## src/rtl/image_stream_if.sv

```systemverilog
// Pixel stream bus carried between image_stream_gen and downstream imaging blocks.
// The transmitter drives every field; the receiver only samples.
`timescale 1ns/1ps
interface image_stream_if #(
  parameter int PIXEL_WIDTH = 10,
  parameter int DTYPE_WIDTH = 4
);
  logic                   dvo;
  logic [DTYPE_WIDTH-1:0] dtypeo;
  logic [PIXEL_WIDTH-1:0] yo;
  logic [PIXEL_WIDTH-1:0] uo;
  logic [PIXEL_WIDTH-1:0] vo;
  logic [15:0]            meta_datao;

  modport master (output dvo, dtypeo, yo, uo, vo, meta_datao);
  modport slave  (input  dvo, dtypeo, yo, uo, vo, meta_datao);
endinterface

```

## src/rtl/image_stream_gen.sv

```systemverilog
// Synthetic framed pixel-stream source with programmable geometry, blanking and
// four test patterns; one word per cycle, no backpressure.
`timescale 1ns/1ps
module image_stream_gen #(
  parameter int PIXEL_WIDTH = 10,
  parameter int DIM_WIDTH   = 12,
  parameter int BLANK_WIDTH = 16,
  parameter int DTYPE_WIDTH = 4
) (
  input  logic                   clk,
  input  logic                   reset,
  input  logic                   enable,
  input  logic [DIM_WIDTH-1:0]   num_rows,
  input  logic [DIM_WIDTH-1:0]   num_cols,
  input  logic [BLANK_WIDTH-1:0] hblank,
  input  logic [BLANK_WIDTH-1:0] vblank,
  input  logic [1:0]             pattern,
  input  logic [PIXEL_WIDTH-1:0] const_val,
  image_stream_if.master         stream,
  output logic                   busy,
  output logic [15:0]            frame_count
);

  localparam logic [DTYPE_WIDTH-1:0] DT_FRAME_START = DTYPE_WIDTH'(1);
  localparam logic [DTYPE_WIDTH-1:0] DT_FRAME_END   = DTYPE_WIDTH'(2);
  localparam logic [DTYPE_WIDTH-1:0] DT_ROW_START   = DTYPE_WIDTH'(3);
  localparam logic [DTYPE_WIDTH-1:0] DT_ROW_END     = DTYPE_WIDTH'(4);
  localparam logic [DTYPE_WIDTH-1:0] DT_PIXEL       = DTYPE_WIDTH'(5);

  localparam logic [PIXEL_WIDTH-1:0] CHROMA_MID = {1'b1, {(PIXEL_WIDTH-1){1'b0}}};
  localparam logic [PIXEL_WIDTH-1:0] PIX_ONES   = '1;
  localparam logic [DIM_WIDTH-1:0]   DIM_ONE    = DIM_WIDTH'(1);
  localparam logic [BLANK_WIDTH-1:0] BLANK_ONE  = BLANK_WIDTH'(1);

  typedef enum logic [2:0] {
    S_IDLE, S_FSTART, S_RSTART, S_PIX, S_REND, S_HBLANK, S_FEND, S_VBLANK
  } state_t;

  state_t                 state_reg;
  logic [DIM_WIDTH-1:0]   row_reg;
  logic [DIM_WIDTH-1:0]   col_reg;
  logic [BLANK_WIDTH-1:0] blank_cnt_reg;
  logic [15:0]            frame_count_reg;
  logic                   busy_reg;

  logic [DIM_WIDTH-1:0]   rows_cfg_reg;
  logic [DIM_WIDTH-1:0]   cols_cfg_reg;
  logic [BLANK_WIDTH-1:0] hblank_cfg_reg;
  logic [BLANK_WIDTH-1:0] vblank_cfg_reg;
  logic [1:0]             pattern_cfg_reg;
  logic [PIXEL_WIDTH-1:0] const_cfg_reg;

  logic                   dvo_reg;
  logic [DTYPE_WIDTH-1:0] dtype_reg;
  logic [PIXEL_WIDTH-1:0] y_reg;
  logic [PIXEL_WIDTH-1:0] u_reg;
  logic [PIXEL_WIDTH-1:0] v_reg;
  logic [15:0]            meta_reg;

  logic                   start_ok;
  logic                   frame_done;
  logic                   load_cfg;
  logic [DIM_WIDTH-1:0]   rows_last;
  logic [DIM_WIDTH-1:0]   cols_last;
  logic [DIM_WIDTH-1:0]   row_inc;
  logic [DIM_WIDTH-1:0]   col_inc;

  assign start_ok   = enable && (num_rows != '0) && (num_cols != '0);
  // The last cycle of a frame: FEND when there is no vblank, else the final vblank cycle.
  assign frame_done = ((state_reg == S_FEND) && (vblank_cfg_reg == '0)) ||
                      ((state_reg == S_VBLANK) && (blank_cnt_reg == '0));
  assign load_cfg   = start_ok && ((state_reg == S_IDLE) || frame_done);
  assign rows_last  = rows_cfg_reg - DIM_ONE;
  assign cols_last  = cols_cfg_reg - DIM_ONE;
  assign row_inc    = row_reg + DIM_ONE;
  assign col_inc    = col_reg + DIM_ONE;

  function automatic logic [PIXEL_WIDTH-1:0] pixel_y(
    input logic [1:0]             pat,
    input logic [DIM_WIDTH-1:0]   r,
    input logic [DIM_WIDTH-1:0]   c,
    input logic [PIXEL_WIDTH-1:0] cv,
    input logic [15:0]            fc
  );
    logic [DIM_WIDTH:0] sum;
    sum = {1'b0, r} + {1'b0, c};
    case (pat)
      2'd0:    return PIXEL_WIDTH'(sum);
      2'd1:    return cv;
      2'd2:    return (r[3] ^ c[3]) ? PIX_ONES : '0;
      default: return PIXEL_WIDTH'(fc);
    endcase
  endfunction

  always_ff @(posedge clk or posedge reset) begin
    if (reset) begin
      rows_cfg_reg    <= '0;
      cols_cfg_reg    <= '0;
      hblank_cfg_reg  <= '0;
      vblank_cfg_reg  <= '0;
      pattern_cfg_reg <= '0;
      const_cfg_reg   <= '0;
    end else if (load_cfg) begin
      rows_cfg_reg    <= num_rows;
      cols_cfg_reg    <= num_cols;
      hblank_cfg_reg  <= hblank;
      vblank_cfg_reg  <= vblank;
      pattern_cfg_reg <= pattern;
      const_cfg_reg   <= const_val;
    end
  end

  // state_reg names the word currently on the outputs; each branch registers the next word.
  always_ff @(posedge clk or posedge reset) begin
    if (reset) begin
      state_reg       <= S_IDLE;
      row_reg         <= '0;
      col_reg         <= '0;
      blank_cnt_reg   <= '0;
      frame_count_reg <= '0;
      busy_reg        <= 1'b0;
      dvo_reg         <= 1'b0;
      dtype_reg       <= '0;
      y_reg           <= '0;
      u_reg           <= '0;
      v_reg           <= '0;
      meta_reg        <= '0;
    end else begin
      dvo_reg   <= 1'b0;
      dtype_reg <= '0;
      y_reg     <= '0;
      u_reg     <= '0;
      v_reg     <= '0;
      meta_reg  <= '0;
      busy_reg  <= 1'b1;
      case (state_reg)
        S_IDLE: begin
          if (start_ok) begin
            state_reg <= S_FSTART;
            dvo_reg   <= 1'b1;
            dtype_reg <= DT_FRAME_START;
            meta_reg  <= frame_count_reg;
          end else begin
            busy_reg  <= 1'b0;
          end
        end
        S_FSTART: begin
          row_reg   <= '0;
          state_reg <= S_RSTART;
          dvo_reg   <= 1'b1;
          dtype_reg <= DT_ROW_START;
        end
        S_RSTART: begin
          col_reg   <= '0;
          state_reg <= S_PIX;
          dvo_reg   <= 1'b1;
          dtype_reg <= DT_PIXEL;
          y_reg     <= pixel_y(pattern_cfg_reg, row_reg, '0, const_cfg_reg, frame_count_reg);
          u_reg     <= CHROMA_MID;
          v_reg     <= CHROMA_MID;
        end
        S_PIX: begin
          dvo_reg <= 1'b1;
          if (col_reg == cols_last) begin
            state_reg <= S_REND;
            dtype_reg <= DT_ROW_END;
          end else begin
            col_reg   <= col_inc;
            dtype_reg <= DT_PIXEL;
            y_reg     <= pixel_y(pattern_cfg_reg, row_reg, col_inc, const_cfg_reg, frame_count_reg);
            u_reg     <= CHROMA_MID;
            v_reg     <= CHROMA_MID;
            meta_reg  <= 16'(col_inc);
          end
        end
        S_REND: begin
          if (row_reg == rows_last) begin
            state_reg       <= S_FEND;
            dvo_reg         <= 1'b1;
            dtype_reg       <= DT_FRAME_END;
            frame_count_reg <= frame_count_reg + 16'd1;
          end else if (hblank_cfg_reg == '0) begin
            row_reg   <= row_inc;
            state_reg <= S_RSTART;
            dvo_reg   <= 1'b1;
            dtype_reg <= DT_ROW_START;
            meta_reg  <= 16'(row_inc);
          end else begin
            blank_cnt_reg <= hblank_cfg_reg - BLANK_ONE;
            state_reg     <= S_HBLANK;
          end
        end
        S_HBLANK: begin
          if (blank_cnt_reg == '0) begin
            row_reg   <= row_inc;
            state_reg <= S_RSTART;
            dvo_reg   <= 1'b1;
            dtype_reg <= DT_ROW_START;
            meta_reg  <= 16'(row_inc);
          end else begin
            blank_cnt_reg <= blank_cnt_reg - BLANK_ONE;
          end
        end
        S_FEND, S_VBLANK: begin
          if (frame_done) begin
            if (start_ok) begin
              state_reg <= S_FSTART;
              dvo_reg   <= 1'b1;
              dtype_reg <= DT_FRAME_START;
              meta_reg  <= frame_count_reg;
            end else begin
              state_reg <= S_IDLE;
              busy_reg  <= 1'b0;
            end
          end else if (state_reg == S_FEND) begin
            blank_cnt_reg <= vblank_cfg_reg - BLANK_ONE;
            state_reg     <= S_VBLANK;
          end else begin
            blank_cnt_reg <= blank_cnt_reg - BLANK_ONE;
          end
        end
        default: begin
          state_reg <= S_IDLE;
          busy_reg  <= 1'b0;
        end
      endcase
    end
  end

  assign stream.dvo        = dvo_reg;
  assign stream.dtypeo     = dtype_reg;
  assign stream.yo         = y_reg;
  assign stream.uo         = u_reg;
  assign stream.vo         = v_reg;
  assign stream.meta_datao = meta_reg;
  assign busy              = busy_reg;
  assign frame_count       = frame_count_reg;

endmodule
```

## src/flat_wrapper.sv

```systemverilog
// flat-port wrapper written by rule: the top's interface ports become plain ports
module image_stream_gen_flat 
#(
  parameter int PIXEL_WIDTH = 10,
  parameter int DIM_WIDTH   = 12,
  parameter int BLANK_WIDTH = 16,
  parameter int DTYPE_WIDTH = 4
)
  (clk, reset, enable, num_rows, num_cols, hblank, vblank, pattern, const_val, busy, frame_count, stream_dvo, stream_dtypeo, stream_yo, stream_uo, stream_vo, stream_meta_datao);
  image_stream_if #(.PIXEL_WIDTH(PIXEL_WIDTH), .DTYPE_WIDTH(DTYPE_WIDTH)) stream_i ();
  input  logic clk;
  input  logic reset;
  input  logic enable;
  input  logic [DIM_WIDTH-1:0] num_rows;
  input  logic [DIM_WIDTH-1:0] num_cols;
  input  logic [BLANK_WIDTH-1:0] hblank;
  input  logic [BLANK_WIDTH-1:0] vblank;
  input  logic [1:0] pattern;
  input  logic [PIXEL_WIDTH-1:0] const_val;
  output logic busy;
  output logic [15:0] frame_count;
  output wire logic [$bits(stream_i.dvo)-1:0] stream_dvo;
  output wire logic [$bits(stream_i.dtypeo)-1:0] stream_dtypeo;
  output wire logic [$bits(stream_i.yo)-1:0] stream_yo;
  output wire logic [$bits(stream_i.uo)-1:0] stream_uo;
  output wire logic [$bits(stream_i.vo)-1:0] stream_vo;
  output wire logic [$bits(stream_i.meta_datao)-1:0] stream_meta_datao;
  assign stream_dvo = stream_i.dvo;
  assign stream_dtypeo = stream_i.dtypeo;
  assign stream_yo = stream_i.yo;
  assign stream_uo = stream_i.uo;
  assign stream_vo = stream_i.vo;
  assign stream_meta_datao = stream_i.meta_datao;
  image_stream_gen #(.PIXEL_WIDTH(PIXEL_WIDTH), .DIM_WIDTH(DIM_WIDTH), .BLANK_WIDTH(BLANK_WIDTH), .DTYPE_WIDTH(DTYPE_WIDTH)) u_core (.clk(clk), .reset(reset), .enable(enable), .num_rows(num_rows), .num_cols(num_cols), .hblank(hblank), .vblank(vblank), .pattern(pattern), .const_val(const_val), .stream(stream_i), .busy(busy), .frame_count(frame_count));
endmodule
```

## config.mk

```make
export PLATFORM = sky130hd
export DESIGN_NAME = image_stream_gen_flat
export DESIGN_NICKNAME = d
export VERILOG_FILES = /design/src/rtl/image_stream_if.sv /design/src/rtl/image_stream_gen.sv /design/src/flat_wrapper.sv
export SDC_FILE = /design/constraint.sdc
export NUM_CORES = 1
export LEC_CHECK = 0
export CAP_MARGIN = 0
export CORE_ASPECT_RATIO = 0.5
export CORE_UTILIZATION = 45
export CTS_BUF_LIST = sky130_fd_sc_hd__clkbuf_8 sky130_fd_sc_hd__clkbuf_16
export DETAILED_ROUTE_END_ITERATION = 16
export GPL_TIMING_DRIVEN = 0
export PLACE_DENSITY = 0.77
export SKIP_LAST_GASP = 1
export SYNTH_ARGS = -nofsm -noshare
export SYNTH_HDL_FRONTEND = slang
export SYNTH_SLANG_ARGS = --single-unit
```

## constraint.sdc

```tcl
create_clock -name clk -period 5.2 [get_ports clk]
set_input_delay 0.52 -clock clk [delete_from_list [all_inputs] [get_ports clk]]
set_output_delay 0.52 -clock clk [all_outputs]
set_load 0.02 [all_outputs]
```

==> results of run 1 <==
==> through the flow <==
stage	setup slack (ns)	area, sq um	utilization
floorplan	0.388	9850	-
global placement	-1.66	11400	0.545
detailed placement	1.85	11400	0.547
CTS	1.83	12000	0.573
global route	1.52	12000	0.573
finish	1.71	12000	0.573
==> worst max-delay path, stage by stage, from the launching register on <==
cell and delay [ns]:
dfrtp_1 0.32, buf_2 0.22, nor2b_1 0.43, nand2_1 0.31, nor4_1 0.75, a31oi_1 0.27, a21oi_2 0.25, buf_2 0.42
mux2_2 0.39
==> cell usage in the layout, fill, tap and decap left out, types with 12 or more instances in the layout <==
| master | count |
|---|---|
| a211oi_1 | 12 |
| a21oi_1 | 29 |
| a22o_1 | 14 |
| a22oi_1 | 15 |
| buf_2 | 12 |
| buf_4 | 23 |
| clkbuf_1 | 25 |
| clkbuf_16 | 17 |
| clkdlybuf4s50_1 | 119 |
| conb_1 | 19 |
| dfrtp_1 | 159 |
| ha_1 | 18 |
| inv_1 | 34 |
| mux2_1 | 49 |
| mux2_2 | 16 |
| nand2_1 | 65 |
| nand3_1 | 31 |
| nand4_1 | 19 |
| nor2_1 | 53 |
| nor3_1 | 28 |
| nor4_1 | 18 |
| o21ai_0 | 62 |
| or3_1 | 15 |
| xnor2_1 | 57 |
| xor2_1 | 34 |
==> power by group through the flow <==
stage	logic, uW	registers, uW	clock network (uW)
final	2580	2120	1200
after CTS	2550	2110	1210
after detailed placement	2530	2130	0
after global routing	2820	2180	1270
after global placement	2460	2110	0
after floorplan	1760	2070	0
==> logic make-up (layout without fill, tap and decap cells) <==
family / count (synthesis) / after routing / synth area share
AOI/OAI and AO/OA: 233 / 233 / 0.166
xor gates and xnor gates: 91 / 91 / 0.0814
adders and majority gates: 19 / 19 / 0.0251
buffers and inverters: 107 / 259 / 0.0595
DFF: 159 / 159 / 0.407
muxes: 75 / 75 / 0.0855
other: 1 / 19 / 0.000383
and+or+nand+nor: 309 / 309 / 0.176
==> final cells by class <==
type	instances	area share
Multi-Input combinational cell	746	0.441
Tap cell	292	0.0305
Inverter	37	0.0120
Clock inverter	15	0.0105
Clock buffer	17	0.0355
Timing Repair Buffer	120	0.102
Sequential cell	159	0.332
Buffer	70	0.0369
==> final timing paths <==
check | start | to | slack [ns] | depth (start not counted)
worst max register to register | u_core.state_reg[2] | u_core.pattern_cfg_reg[1] | 1.71 | 8
worst min register to register | u_core.const_cfg_reg[5] | u_core.const_cfg_reg[5] | 0.50 | 1
worst min-delay path | u_core.const_cfg_reg[5] | u_core.const_cfg_reg[5] | 0.50 | 1
min in group asynchronous | reset | u_core.hblank_cfg_reg[10] | 0.57 | 2
max in group asynchronous | reset | u_core.col_reg[0] | 3.77 | 3
worst max-delay path | u_core.state_reg[2] | u_core.pattern_cfg_reg[1] | 1.71 | 8
==> layer usage <==
layer / up-vias / wire [microns] / share of wire
met1: 4257 / 12700 / 0.45
met3: 52 / 2180 / 0.076
met5: - / 0 / 0
li1: 3935 / - / -
met2: 361 / 13100 / 0.46
met4: 0 / 560 / 0.020
==> metrics.md, run 1 <==
| Metric | Value |
|---|---|
| Status | complete, no violations |
| Yosys top cell area share | 0.407 |
| Clock buffer depth | 2 |
| # IOs | ~140 |
| Internal power | 3390 uW |
| Starting Density | 0.468 |
| Endpoints failing hold | 0 |
| Crit-path max FO | 10 |
| Ys flop type | dfrtp_1 |
| Wire per inst | 19.7 microns |
| Design Power | between 5000 and 6000 uW |
| Pre-antenna DRT Iters | 5 |
| Hpwl dp | around 21000 microns |
| Hold_buf cts | 0 |
| DRC Markers | 0 |
| Final setup fails | 0 |
| Netlist Area Pre-Place | approximately 10000 sq um |
| Slew HR | 0.172 |
| Dominant cells by area after synthesis | dfrtp_1 41%, mux2_1 5.6%, xnor2_1 5.1% |
| Final Critical Period | around 3.5 ns |
| WHS | roughly 0.50 ns |
| Cts repair resizes | 0 |
| Yosys warns | 0 |
| Crit path arrival time | around 3.8 ns |
| H-Tree Level Count | 4 |
| Clock transition at path regs | around 0.07 ns |
| Clock Skew | around 0.014 ns |
| Via/cell ratio | just under 6 |
| Final WL | around 29000 microns |
| HP Class | register to register |
| GPL Wtd Cong | 0.919 |
| Fin crit share | 0.672 |
| Most frequent cell after synthesis | dfrtp_1 |
| Placeable Area | 20900 sq um |
| Finished Layout Cells | between 1000 and 1500 |
| Grt peak-use layer | met2 |
| First-iteration detailed-routing DRC count | between 600 and 700 |
| Post-synth EDFFs | 0 |
| Number of global-route vias before repair | around 8500 |
| Cell Pwr Density | 492 nW/um^2 |
| Postcts setup bufs | 0 |
| Pins over their slew limit | 0 |
| RSZ-0062 raised after global routing | no |
| Yosys reg bits | 159 |
| Worst IR drop on VDD | 0.205 mV |
| Die area | 22400 sq um |
| Die Ht | about 110 microns |
| Routed via count | 8605 |
| Avg Cell Area, Syn | between 9 and 10 sq um |
| Nets | ~1200 |
| Layout cells sized above 1 | 0.113 |
| N_diodes | 0 |
| Commonest cells in the synthesized netlist | 159 x dfrtp_1, 65 x nand2_1, 62 x o21ai_0 |
| Seq pwr share | 0.359 |
| GR met3 Demand/Resource | 0.0558 |
| CTS tree | yes |
| Crit path launch type | register |
| Fill count | 1830 |
| Post-synthesis sequential area ratio | 0.407 |
| Fin Setup TNS | 0 ns |
| Footprint of the multi-input gates | 5290 sq um |
| Largest net degree at the start of global routing | 81 |
| Met2 Track Usage GR | 0.416 |
| Clock Sink Count | roughly 160 |
| Initial antenna violation count | 0 |
| Leakage power | between 0.004 and 0.005 uW |
| First-pass GRT wire length | between 40000 and 50000 microns |
| Final ANT Viol Nets | 0 |
| Met1 usage | 0.362 |
| FFs w/ async S/R, synth | 1.00 |
| Remaining global-route overflow | 0 |
| Distinct cells, synth | 85 |
| Yosys top cell by area | dfrtp_1 |
| Num rows | 37 |
| Port Buffer Count | 119 |
| Placed cells | approximately 1400 |
| CTS Buf Count | 17 |
| Sw power | around 2500 uW |
| Area growth syn-to-layout | 22.6% |
| Sw Share | 0.425 |
| GRT Util Overall | 0.263 |
| Number of max-cap violations | 0 |
| Die width | roughly 210 microns |
| Mapped Cells | 994 |
| Critical path type | register to register |
| Root Driver | clkbuf_16 |
| Crit. End Element | register |
| Sequential Area | a little under 4000 sq um |
| Combinational power share | 0.438 |
| Clk pwr share | 0.203 |
| Worst skew pair latency | between 0.4 and 0.5 ns |
| Fmax | 0.286 GHz |
| CP required | around 5.5 ns |
| Least-Margin Pin Slew | between 1 and 1.5 ns |
Power figures use the tool's default switching activity.
==> run 2: changes to the inputs <==
Clock period 5.2 ns to 3.3 ns, I/O delays scaled along.
==> run 2 against run 1 <==
Flip-flop and latch count unchanged; combinational power up 60%; register-to-register slack worse by 1.6 ns; largest cell class unchanged.
==> metrics.md, run 2 (same netlist as run 1, synthesis figures left out) <==
| Metric | Value |
|---|---|
| Status | complete, no violations |
| N_diodes | 0 (unchanged) |
| Clock buffer depth | 2 (unchanged) |
| Clock Skew | 0.0103 ns (-0.00343 ns) |
| HP Class | primary input to asynchronous set/reset pin |
| Remaining global-route overflow | 0 (unchanged) |
| Fmax | 0.314 GHz (+9.7%) |
| H-Tree Level Count | 4 (unchanged) |
| Fin crit share | 0.965 (+0.293) |
| Nets | 1246 (+0.40%) |
| Clock Sink Count | 159 (unchanged) |
| # IOs | 139 (unchanged) |
| Least-Margin Pin Slew | 1.14 ns (-0.0965 ns) |
| GPL Wtd Cong | 0.922 (+0.38%) |
| First-iteration detailed-routing DRC count | 882 (+27%) |
| Largest net degree at the start of global routing | 38 (-53%) |
| Slew HR | 0.237 (+0.0647) |
| First-pass GRT wire length | 46100 microns (+1.6%) |
| Num rows | 37 (unchanged) |
| Final setup fails | 0 (unchanged) |
| Hpwl dp | 21700 microns (+1.7%) |
| GRT Util Overall | 0.266 (+0.00307) |
| Wire per inst | 19.8 microns (+0.67%) |
| Worst IR drop on VDD | 0.315 mV (+54%) |
| CTS tree | yes |
| Via/cell ratio | 5.98 (+1.1%) |
| Leakage power | 0.00495 uW (+1.3%) |
| Final ANT Viol Nets | 0 (unchanged) |
| Critical path type | register to register |
| Initial antenna violation count | 0 (unchanged) |
| Cell Pwr Density | 779 nW/um^2 (+58%) |
| Worst skew pair latency | 0.44 ns (about the same) |
| Most common cell after layout, fill and taps aside | dfrtp_1 |
| Final WL | 28900 microns (+1.0%) |
| Die Ht | 106 microns (unchanged) |
| Fill count | 1860 (+1.6%) |
| Layout cells sized above 1 | 0.123 (+0.00978) |
| CTS Buf Count | 17 (unchanged) |
| Crit. End Element | register |
| Number of global-route vias before repair | 8553 (+0.74%) |
| Final Critical Period | 3.18 ns (-0.310 ns) |
| Commonest cells after routing, fill and taps aside | 159 x dfrtp_1, 119 x clkdlybuf4s50_1, 64 x nand2_1 |
| Final worst-path setup slack | 0.117 ns (-1.59 ns) |
| Die area | 22400 sq um (unchanged) |
| Port Buffer Count | 119 (unchanged) |
| Crit path launch type | register |
| Starting Density | 0.468 (unchanged) |
| Root Driver | clkbuf_16 |
| Area growth syn-to-layout | 24.2% |
| Placeable Area | 20900 sq um (unchanged) |
| Crit-path max FO | 10 (unchanged) |
| Pins over their slew limit | 0 (unchanged) |
| Endpoints failing hold | 0 (unchanged) |
| WHS | 0.367 ns (-0.129 ns) |
| Routed via count | 8731 (+1.5%) |
| Crit path arrival time | 3.51 ns (-0.30 ns) |
| Clock transition at path regs | 0.07 ns (about the same) |
| DRC Markers | 0 (unchanged) |
| Number of max-cap violations | 0 (unchanged) |
| RSZ-0062 raised after global routing | no |
| Design Power | 9460 uW (+60%) |
| CP required | 3.63 ns (-1.89 ns) |
| Die width | 211 microns (unchanged) |
| Hold_buf cts | 0 (unchanged) |
| Pre-CTS setup slack | -0.109 ns (-1.96 ns) |
| Pre-antenna DRT Iters | 5 (unchanged) |
-- run 2: worst paths after layout --
path / start / endpoint / slack, ns / depth (start not counted)
max reg2reg: u_core.row_reg[5] / u_core.blank_cnt_reg[10] / 0.12 / 10
min: reset / u_core.stream.yo[6] / 0.37 / 2
min in group clk: vblank[0] / u_core.vblank_cfg_reg[0] / 0.45 / 3
max: u_core.row_reg[5] / u_core.blank_cnt_reg[10] / 0.12 / 10
max in group asynchronous: reset / u_core.stream.meta_datao[11] / 2.10 / 4
min reg2reg: u_core.frame_count[15] / u_core.frame_count[15] / 0.50 / 1
-- run 2: cell type report --
| type | instances | area, sq um | area share |
|---|---|---|---|
| buffer | 70 | 448 | 0.0369 |
| clock buffer | 17 | 425 | 0.0350 |
| clock inverter | 15 | 148 | 0.0122 |
| inverter | 37 | 146 | 0.0120 |
| multi-input combinational | 746 | 5350 | 0.440 |
| sequential | 159 | 3980 | 0.327 |
| tap | 292 | 365 | 0.0301 |
| timing repair buffer | 125 | 1290 | 0.106 |
-- run 2: what timing repair did --
| action | CTS | global route |
|---|---|---|
| resized for setup | 2 | 11 |
| setup buffers | 0 | 2 |
| pin swaps | 0 | 2 |
| setup endpoints to repair | 79 | 117 |
-- run 2: metal layers --
| metal | part of all wire | GRT usage | wire length, microns |
|---|---|---|---|
| met1 | 0.45 | 0.367 | 13000 |
| met2 | 0.45 | 0.416 | 13000 |
| met3 | 0.075 | 0.0538 | 2170 |
| met4 | 0.027 | 0.0942 | 777 |
| met5 | 0 | 0 | 0 |
-- run 2: through the flow --
| stage | area, sq um | cells | utilization | setup TNS (ns) |
|---|---|---|---|---|
| detailed placement | 11500 | 1427 | 0.549 | -3.94 |
| finish | 12100 | 1461 | 0.581 | 0 |
| CTS | 12100 | 1459 | 0.577 | 0 |
| global placement | 11400 | 1423 | 0.545 | -58.51 |
| global route | 12100 | 1461 | 0.581 | 0 |
| floorplan | 9860 | 1012 | - | 0 |
-- run 2: critical path, stage by stage, from the launching register on --
cell	delay, ns
dfrtp_1	0.39
clkbuf_1	0.37
inv_1	0.23
or4_1	0.53
a211oi_1	0.27
a2bb2oi_1	0.41
a31o_2	0.23
buf_6	0.16
a21oi_4	0.10
buf_4	0.18
a32o_1	0.19
-- run 2: power breakdown --
| group | internal [uW] | switching [uW] | total, uW |
|---|---|---|---|
| sequential | 2620 | 745 | 3360 |
| combinational | 1780 | 2340 | 4120 |
| clock | 1060 | 916 | 1980 |
